## src/rtl/dir_read_rsp_route_pkg.sv

```systemverilog
// Shared directory types for the directory request/response path.
//   hpdcache_dir_addr_t   : directory set address
//   hpdcache_way_vector_t : one bit per way
//   hpdcache_dir_entry_t  : one directory entry
//   dir_src_e             : requester that issued a directory access
//   dir_tag_t             : per-read tracking tag travelling alongside the SRAM read
//   dir_core_rsp_t        : payload stored in the core response FIFO
package dir_read_rsp_route_pkg;

    localparam int unsigned NUM_WAYS    = 4;
    localparam int unsigned DIR_ADDR_W  = 8;
    localparam int unsigned DIR_ENTRY_W = 16;

    typedef logic [DIR_ADDR_W-1:0]  hpdcache_dir_addr_t;
    typedef logic [NUM_WAYS-1:0]    hpdcache_way_vector_t;
    typedef logic [DIR_ENTRY_W-1:0] hpdcache_dir_entry_t;
    typedef hpdcache_dir_entry_t [NUM_WAYS-1:0] dir_entries_t;

    typedef enum logic {
        DIR_SRC_CORE = 1'b0,
        DIR_SRC_COH  = 1'b1
    } dir_src_e;

    typedef struct packed {
        logic                 valid;
        dir_src_e             src;
        hpdcache_dir_addr_t   addr;
        hpdcache_way_vector_t cs;
    } dir_tag_t;

    typedef struct packed {
        hpdcache_dir_addr_t   addr;
        hpdcache_way_vector_t cs;
        dir_entries_t         entry;
    } dir_core_rsp_t;

    // Ways that were not selected return garbage from the SRAM; zero them.
    function automatic dir_entries_t mask_entries(input dir_entries_t ent,
                                                  input hpdcache_way_vector_t cs);
        dir_entries_t res;
        for (int w = 0; w < NUM_WAYS; w++) begin
            res[w] = cs[w] ? ent[w] : '0;
        end
        return res;
    endfunction

endpackage

```

## src/rtl/fifo_v3.sv

```systemverilog
// Synchronous FIFO.
//   clk_i/rst_ni : clock, async active-low reset
//   flush_i      : drop all contents
//   full_o/empty_o/usage_o : status; usage_o wraps to 0 when full (use full_o)
//   data_i/push_i, data_o/pop_i : write and read ports
// A push while full is accepted when a pop happens in the same cycle.
module fifo_v3 #(
    parameter bit          FALL_THROUGH = 1'b0,
    parameter int unsigned DATA_WIDTH   = 32,
    parameter int unsigned DEPTH        = 8,
    parameter type         dtype        = logic [DATA_WIDTH-1:0],
    localparam int unsigned ADDR_DEPTH  = (DEPTH > 1) ? $clog2(DEPTH) : 1
) (
    input  logic                  clk_i,
    input  logic                  rst_ni,
    input  logic                  flush_i,
    output logic                  full_o,
    output logic                  empty_o,
    output logic [ADDR_DEPTH-1:0] usage_o,
    input  dtype                  data_i,
    input  logic                  push_i,
    output dtype                  data_o,
    input  logic                  pop_i
);

    localparam logic [ADDR_DEPTH:0] FULL_CNT = (ADDR_DEPTH+1)'(DEPTH);

    logic [ADDR_DEPTH-1:0] rd_ptr_q, wr_ptr_q;
    logic [ADDR_DEPTH:0]   cnt_q;
    dtype                  mem_q [DEPTH];
    logic                  do_push, do_pop;

    assign full_o  = (cnt_q == FULL_CNT);
    assign empty_o = (cnt_q == '0) && !(FALL_THROUGH && push_i);
    assign usage_o = cnt_q[ADDR_DEPTH-1:0];

    always_comb begin
        data_o  = mem_q[rd_ptr_q];
        do_push = push_i && (!full_o || pop_i);
        do_pop  = pop_i && !empty_o;
        if (FALL_THROUGH && (cnt_q == '0) && push_i) begin
            data_o = data_i;
            if (pop_i) begin
                do_push = 1'b0;
                do_pop  = 1'b0;
            end
        end
    end

    always_ff @(posedge clk_i or negedge rst_ni) begin
        if (!rst_ni) begin
            rd_ptr_q <= '0;
            wr_ptr_q <= '0;
            cnt_q    <= '0;
            for (int i = 0; i < DEPTH; i++) mem_q[i] <= '0;
        end else if (flush_i) begin
            rd_ptr_q <= '0;
            wr_ptr_q <= '0;
            cnt_q    <= '0;
        end else begin
            if (do_push) begin
                mem_q[wr_ptr_q] <= data_i;
                wr_ptr_q        <= wr_ptr_q + ADDR_DEPTH'(1);
            end
            if (do_pop) rd_ptr_q <= rd_ptr_q + ADDR_DEPTH'(1);
            case ({do_push, do_pop})
                2'b10:   cnt_q <= cnt_q + (ADDR_DEPTH+1)'(1);
                2'b01:   cnt_q <= cnt_q - (ADDR_DEPTH+1)'(1);
                default: cnt_q <= cnt_q;
            endcase
        end
    end

endmodule

```

## src/rtl/dir_read_rsp_route.sv

```systemverilog
// Directory read response router.
// Tracks each directory SRAM read with a tag that travels RdLatency stages,
// masks the returned entries by the read chip selects, and delivers them:
//   coherence reads -> coh_rsp_* single-cycle pulse, no backpressure
//   core reads      -> core response FIFO, valid/ready handshake
// Ports:
//   issue_*            : access presented to the SRAM this cycle
//   dir_rentry_i       : SRAM read data (valid at the tag pipeline tail)
//   coh_rsp_*          : coherence response pulse
//   core_rsp_*         : head of the core response FIFO
//   core_issue_allow_o : a core read may be issued without risking a drop
//   overflow_o         : sticky; a core response was dropped
// Way count and field widths come from the package.
module dir_read_rsp_route
    import dir_read_rsp_route_pkg::*;
#(
    parameter int unsigned RdLatency    = 1,
    parameter int unsigned RspFifoDepth = 4
) (
    input  logic                 clk_i,
    input  logic                 rst_ni,
    input  logic                 issue_src_i,
    input  hpdcache_dir_addr_t   issue_addr_i,
    input  hpdcache_way_vector_t issue_cs_i,
    input  hpdcache_way_vector_t issue_we_i,
    input  dir_entries_t         dir_rentry_i,
    output logic                 coh_rsp_valid_o,
    output hpdcache_dir_addr_t   coh_rsp_addr_o,
    output hpdcache_way_vector_t coh_rsp_cs_o,
    output dir_entries_t         coh_rsp_entry_o,
    output logic                 core_rsp_valid_o,
    input  logic                 core_rsp_ready_i,
    output hpdcache_dir_addr_t   core_rsp_addr_o,
    output hpdcache_way_vector_t core_rsp_cs_o,
    output dir_entries_t         core_rsp_entry_o,
    output logic                 core_issue_allow_o,
    output logic                 overflow_o
);

    localparam int unsigned PtrW = (RspFifoDepth > 1) ? $clog2(RspFifoDepth) : 1;
    localparam int unsigned UseW = PtrW + 1;
    localparam int unsigned CntW = $clog2(RdLatency + 1);
    localparam int unsigned SumW = ((UseW > CntW) ? UseW : CntW) + 1;

    dir_tag_t [RdLatency-1:0] tag_q;
    dir_tag_t                 issue_tag, tail_tag;
    logic                     issue_rd, issue_core, tail_core, tail_coh;
    logic [CntW-1:0]          inflight_core_q;
    logic                     overflow_q, drop;
    logic                     fifo_full, fifo_empty, fifo_push, core_pop;
    logic [PtrW-1:0]          fifo_usage_raw;
    logic [UseW-1:0]          fifo_usage;
    logic [SumW-1:0]          credit_used;
    dir_entries_t             tail_entry;
    dir_core_rsp_t            push_rsp, head_rsp;

    // Any write-enable bit turns the access into a write: no response.
    assign issue_rd   = (|issue_cs_i) && !(|issue_we_i);
    assign issue_tag  = '{valid: issue_rd, src: dir_src_e'(issue_src_i),
                          addr: issue_addr_i, cs: issue_cs_i};
    assign issue_core = issue_rd && (issue_tag.src == DIR_SRC_CORE);

    always_ff @(posedge clk_i or negedge rst_ni) begin
        if (!rst_ni) begin
            tag_q <= '0;
        end else begin
            tag_q[0] <= issue_tag;
            for (int i = 1; i < RdLatency; i++) tag_q[i] <= tag_q[i-1];
        end
    end

    assign tail_tag   = tag_q[RdLatency-1];
    assign tail_entry = mask_entries(dir_rentry_i, tail_tag.cs);
    assign tail_coh   = tail_tag.valid && (tail_tag.src == DIR_SRC_COH);
    assign tail_core  = tail_tag.valid && (tail_tag.src == DIR_SRC_CORE);

    // Coherence path: data outputs are held at zero outside the pulse.
    assign coh_rsp_valid_o = tail_coh;
    assign coh_rsp_addr_o  = tail_coh ? tail_tag.addr : '0;
    assign coh_rsp_cs_o    = tail_coh ? tail_tag.cs   : '0;
    assign coh_rsp_entry_o = tail_coh ? tail_entry    : '0;

    // Core path.
    assign core_rsp_valid_o = !fifo_empty;
    assign core_pop         = core_rsp_valid_o && core_rsp_ready_i;
    assign fifo_push        = tail_core && (!fifo_full || core_pop);
    assign drop             = tail_core && fifo_full && !core_pop;
    assign push_rsp         = '{addr: tail_tag.addr, cs: tail_tag.cs, entry: tail_entry};

    fifo_v3 #(
        .FALL_THROUGH (1'b0),
        .DEPTH        (RspFifoDepth),
        .dtype        (dir_core_rsp_t)
    ) u_rsp_fifo (
        .clk_i   (clk_i),
        .rst_ni  (rst_ni),
        .flush_i (1'b0),
        .full_o  (fifo_full),
        .empty_o (fifo_empty),
        .usage_o (fifo_usage_raw),
        .data_i  (push_rsp),
        .push_i  (fifo_push),
        .data_o  (head_rsp),
        .pop_i   (core_pop)
    );

    assign core_rsp_addr_o  = head_rsp.addr;
    assign core_rsp_cs_o    = head_rsp.cs;
    assign core_rsp_entry_o = head_rsp.entry;

    // fifo usage_o wraps to zero when full; rebuild the true occupancy.
    assign fifo_usage = fifo_full ? UseW'(RspFifoDepth) : {1'b0, fifo_usage_raw};

    always_ff @(posedge clk_i or negedge rst_ni) begin
        if (!rst_ni) begin
            inflight_core_q <= '0;
        end else begin
            case ({issue_core, tail_core})
                2'b10:   inflight_core_q <= inflight_core_q + CntW'(1);
                2'b01:   inflight_core_q <= inflight_core_q - CntW'(1);
                default: inflight_core_q <= inflight_core_q;
            endcase
        end
    end

    // Credit covers both stored responses and reads still in the SRAM.
    assign credit_used        = SumW'(fifo_usage) + SumW'(inflight_core_q);
    assign core_issue_allow_o = credit_used < SumW'(RspFifoDepth);

    always_ff @(posedge clk_i or negedge rst_ni) begin
        if (!rst_ni) overflow_q <= 1'b0;
        else if (drop) overflow_q <= 1'b1;
    end

    // Flag is visible in the cycle the response is dropped, then held.
    assign overflow_o = overflow_q || drop;

endmodule

```

## config.mk

```make
export PLATFORM = sky130hd
export DESIGN_NAME = dir_read_rsp_route
export DESIGN_NICKNAME = d
export VERILOG_FILES = /design/src/rtl/dir_read_rsp_route_pkg.sv /design/src/rtl/fifo_v3.sv /design/src/rtl/dir_read_rsp_route.sv
export SDC_FILE = /design/constraint.sdc
export NUM_CORES = 1
export LEC_CHECK = 0
export BUFFER_PORTS_ARGS = -buffer_cell sky130_fd_sc_hd__buf_4
export CAP_MARGIN = 20
export CORE_ASPECT_RATIO = 1.25
export CORE_MARGIN = 5
export CORE_UTILIZATION = 32
export DETAILED_ROUTE_END_ITERATION = 10
export GPL_ROUTABILITY_DRIVEN = 0
export HOLD_SLACK_MARGIN = 0.15
export MAX_ROUTING_LAYER = met4
export PLACE_DENSITY = 0.55
export REMOVE_ABC_BUFFERS = 1
export SLEW_MARGIN = 0
export SYNTH_ARGS = -nofsm -noshare
export SYNTH_HDL_FRONTEND = slang
export SYNTH_SLANG_ARGS = --single-unit
```

## constraint.sdc

```tcl
create_clock -name clk_i -period 2.1 [get_ports clk_i]
set_clock_uncertainty 0.1 [all_clocks]
set_input_delay 0.21 -clock clk_i [delete_from_list [all_inputs] [get_ports clk_i]]
set_output_delay 0.21 -clock clk_i [all_outputs]
set_load 0.02 [all_outputs]
```

==> metrics.txt <==
Worst Tran Pin Value 507.6 ps; max_cap viols 0; Avg Vias per Cell 4.667; Distinct cells, synth 30; number of global-route vias before repair 10650; Die W 208.7 um; initial antenna violation count 0; final worst path period share 111.6%; Chip Height 258.4 um; # H-tree levels 2; layout cells sized above 1 60.81%; minimum hold slack 242.2 ps; Lkg Pwr 10.28 nW; Layout Cells excl Fill 2007; Post-synth EDFFs 0; final wirelength 42940 um; failing checks setup timing; clk_lat worst skew 520 ps; mean area per synthesized cell 16.42 um^2; Gate Count Post-Synth 962; highest clock rate 426.8 MHz; endpoints failing setup 76; HPWL Detailed 25350 um; Tmin final 2343 ps; first-pass GRT wire length 64390 um; synthesized flop and latch total 327; sequential area share after synthesis 51.81%; WL/cell 21.39 um; normalized max-slew margin 66.16%; Tot GR Track Use 15.53%; post-synthesis async set-or-reset flop share 100.0%; Layout area overhead 38.45%; post-route total power 23.69 mW; Core Util, Final 44.56%; largest net degree at the start of global routing 61; clock buffer depth 3; crit-path cells buf_12 > buf_16 > mux4_2 > buf_6; Yosys top cell area share 51.81%; DRT antenna net count 0; CTS clk-pin slew, worst paths 60 ps; startpoint types flop; Arr. time, crit path 2030 ps; Pre-Repair DR Iteration Count 4; Clock Tree Root clkbuf_16; initial cell density of the core 32.18%; TritonCTS buffer count 37; hold wc startpoint issue_addr_i[5]; Critical Path RT 1790 ps; FF-to-FF path depth 9; DRC viols 0; row cnt 91; RR Startpoint u_rsp_fifo.cnt_q[0]; Hold Path End push_rsp[73]; status finished, violations left; cell count of the worst hold path 2; Power Dens Cells 1083 nW/um^2; Yosys top cell by area dfrtp_1; most common cell in the netlist dfrtp_1; CP Capture Type output port; top post-synthesis cells by area dfrtp_1, mux2_4, mux4_2; Sink Count 327; Final WS setup -243.3 ps; total grt overflow 0; first-iteration detailed-routing DRC count 309; CTS tree yes; Final Slew Violations 0; Mapped Area 15790 um^2; Setup WS pre-CTS -19.94 ps; via count 9366; IO Pins 240; crit-path max cell delay 560 ps; RSZ-0062 raised after global routing yes; Worst R2R Setup Slack 40 ps; dpl cells 1830; Buffers on Ports 239; Hold Crit Class input pin to flop; CP Class flop to output port; Core Area 49070 um^2; Hold Vio Cnt, Final 0; Yosys Warn Count 0; fin nets 1417; Slowest-stage cell, CP mux4_2; peak supply drop 517.4 uV; prevailing post-synth register cell dfrtp_1; Reg-to-Reg End u_rsp_fifo.cnt_q[2]; synth cell count leaders dfrtp_1, mux2_4, mux2_2; critical path peak fanout 7; Total Die Area 53930 um^2
## cell families after synthesis
logic type / count (synthesis) / synth area share, %
AND/OR/NAND/NOR: 156 / 6.314
flip-flops: 327 / 51.81
buffers and inverters: 79 / 4.270
multiplexers: 382 / 36.45
adder cells (fa/ha/maj): 6 / 0.5229
XOR/XNOR: 8 / 0.4437
AO/OA/AOI/OAI: 4 / 0.1901
## how the worst max path moves through the flow
| stage | cells after the start | to | start |
|---|---|---|---|
| global placement | 9 | u_rsp_fifo.cnt_q[2] | u_rsp_fifo.cnt_q[1] |
| finish | 4 | core_rsp_addr_o[4] | u_rsp_fifo.rd_ptr_q[0] |
| detailed placement | 9 | u_rsp_fifo.cnt_q[2] | u_rsp_fifo.cnt_q[1] |
| global route | 4 | core_rsp_addr_o[4] | u_rsp_fifo.rd_ptr_q[0] |
| floorplan | 1 | core_rsp_addr_o[0] | u_rsp_fifo.rd_ptr_q[0] |
| CTS | 5 | core_rsp_entry_o[20] | u_rsp_fifo.rd_ptr_q[0] |
## registers in the layout, summed over array words and instances (netlist names)
name,count
overflow_q,1
u_rsp_fifo.cnt_q,3
inflight_core_q,1
u_rsp_fifo.wr_ptr_q,2
u_rsp_fifo.mem_q,304
tag_q,2
push_rsp,12
u_rsp_fifo.rd_ptr_q,2
## placed cells by master, fill, tap and decap left out, drive strengths merged
master       instances
nor2                 2
mux2               305
a21o                 2
or3                  1
clkinvlp             1
inv                  6
nor3                 1
and3                13
nor2b                1
fa                   1
dlygate4sd3         82
clkinv               7
buf                309
dfrtp              327
mux4                76
clkbuf              59
xor2                 3
nor4b                1
bufinv               8
and3b                4
diode                1
and2               129
and2b                1
xnor2                5
mux2i                1
o31a                 1
nor4                 1
a31oi                1
ha                   5
or4                  1
nand2                1
## area by class of cell
type | count | area [um^2]
fillers | 4308 | 27210
flip-flops and latches | 327 | 8193
multi-input cells | 556 | 7106
repair buffers | 399 | 4364
clock buffers | 51 | 1070
well taps | 651 | 814.5
clock inverters | 16 | 294.0
inverters | 6 | 22.52
diodes | 1 | 2.502
## what timing repair did
item | 4_1_cts | 5_1_grt
resized for setup | 86 | 142
hold buffers | 82 | 0
pin swaps | 4 | 31
setup buffers | 10 | 3
setup endpoints to repair | 142 | 124
hold endpoints to repair | 601 | 0
cloned | 5 | 10
## layer usage
layer  global-route usage, %  share of wire (%)
met1                   20.39                 45
met2                   25.59                 50
met3                   2.373                3.2
met4                   3.808                2.1
met5                       -                  0
## power breakdown
part / switching (mW) / leakage [nW] / total (mW) / internal, mW
Sequential: 0.792 / 4.42 / 8.42 / 7.63
Combinational: 3.34 / 5.19 / 8.03 / 4.69
Clock: 2.68 / 0.669 / 7.24 / 4.56
Total: 6.81 / 10.3 / 23.7 / 16.9
## through the flow
step / instance area [um^2] / TNS, ps
floorplan: 15140 / -689330
global placement: 18450 / -17.28
detailed placement: 18450 / -19.94
CTS: 21200 / -18190
global route: 21860 / -19890
finish: 21870 / -13930
## critical path, delay by kind of cell, from the launching register on
family	cells	cell delay, ps
flops	1	450
buf+inv	3	490
mux	1	560
Power figures use the tool's default switching activity.
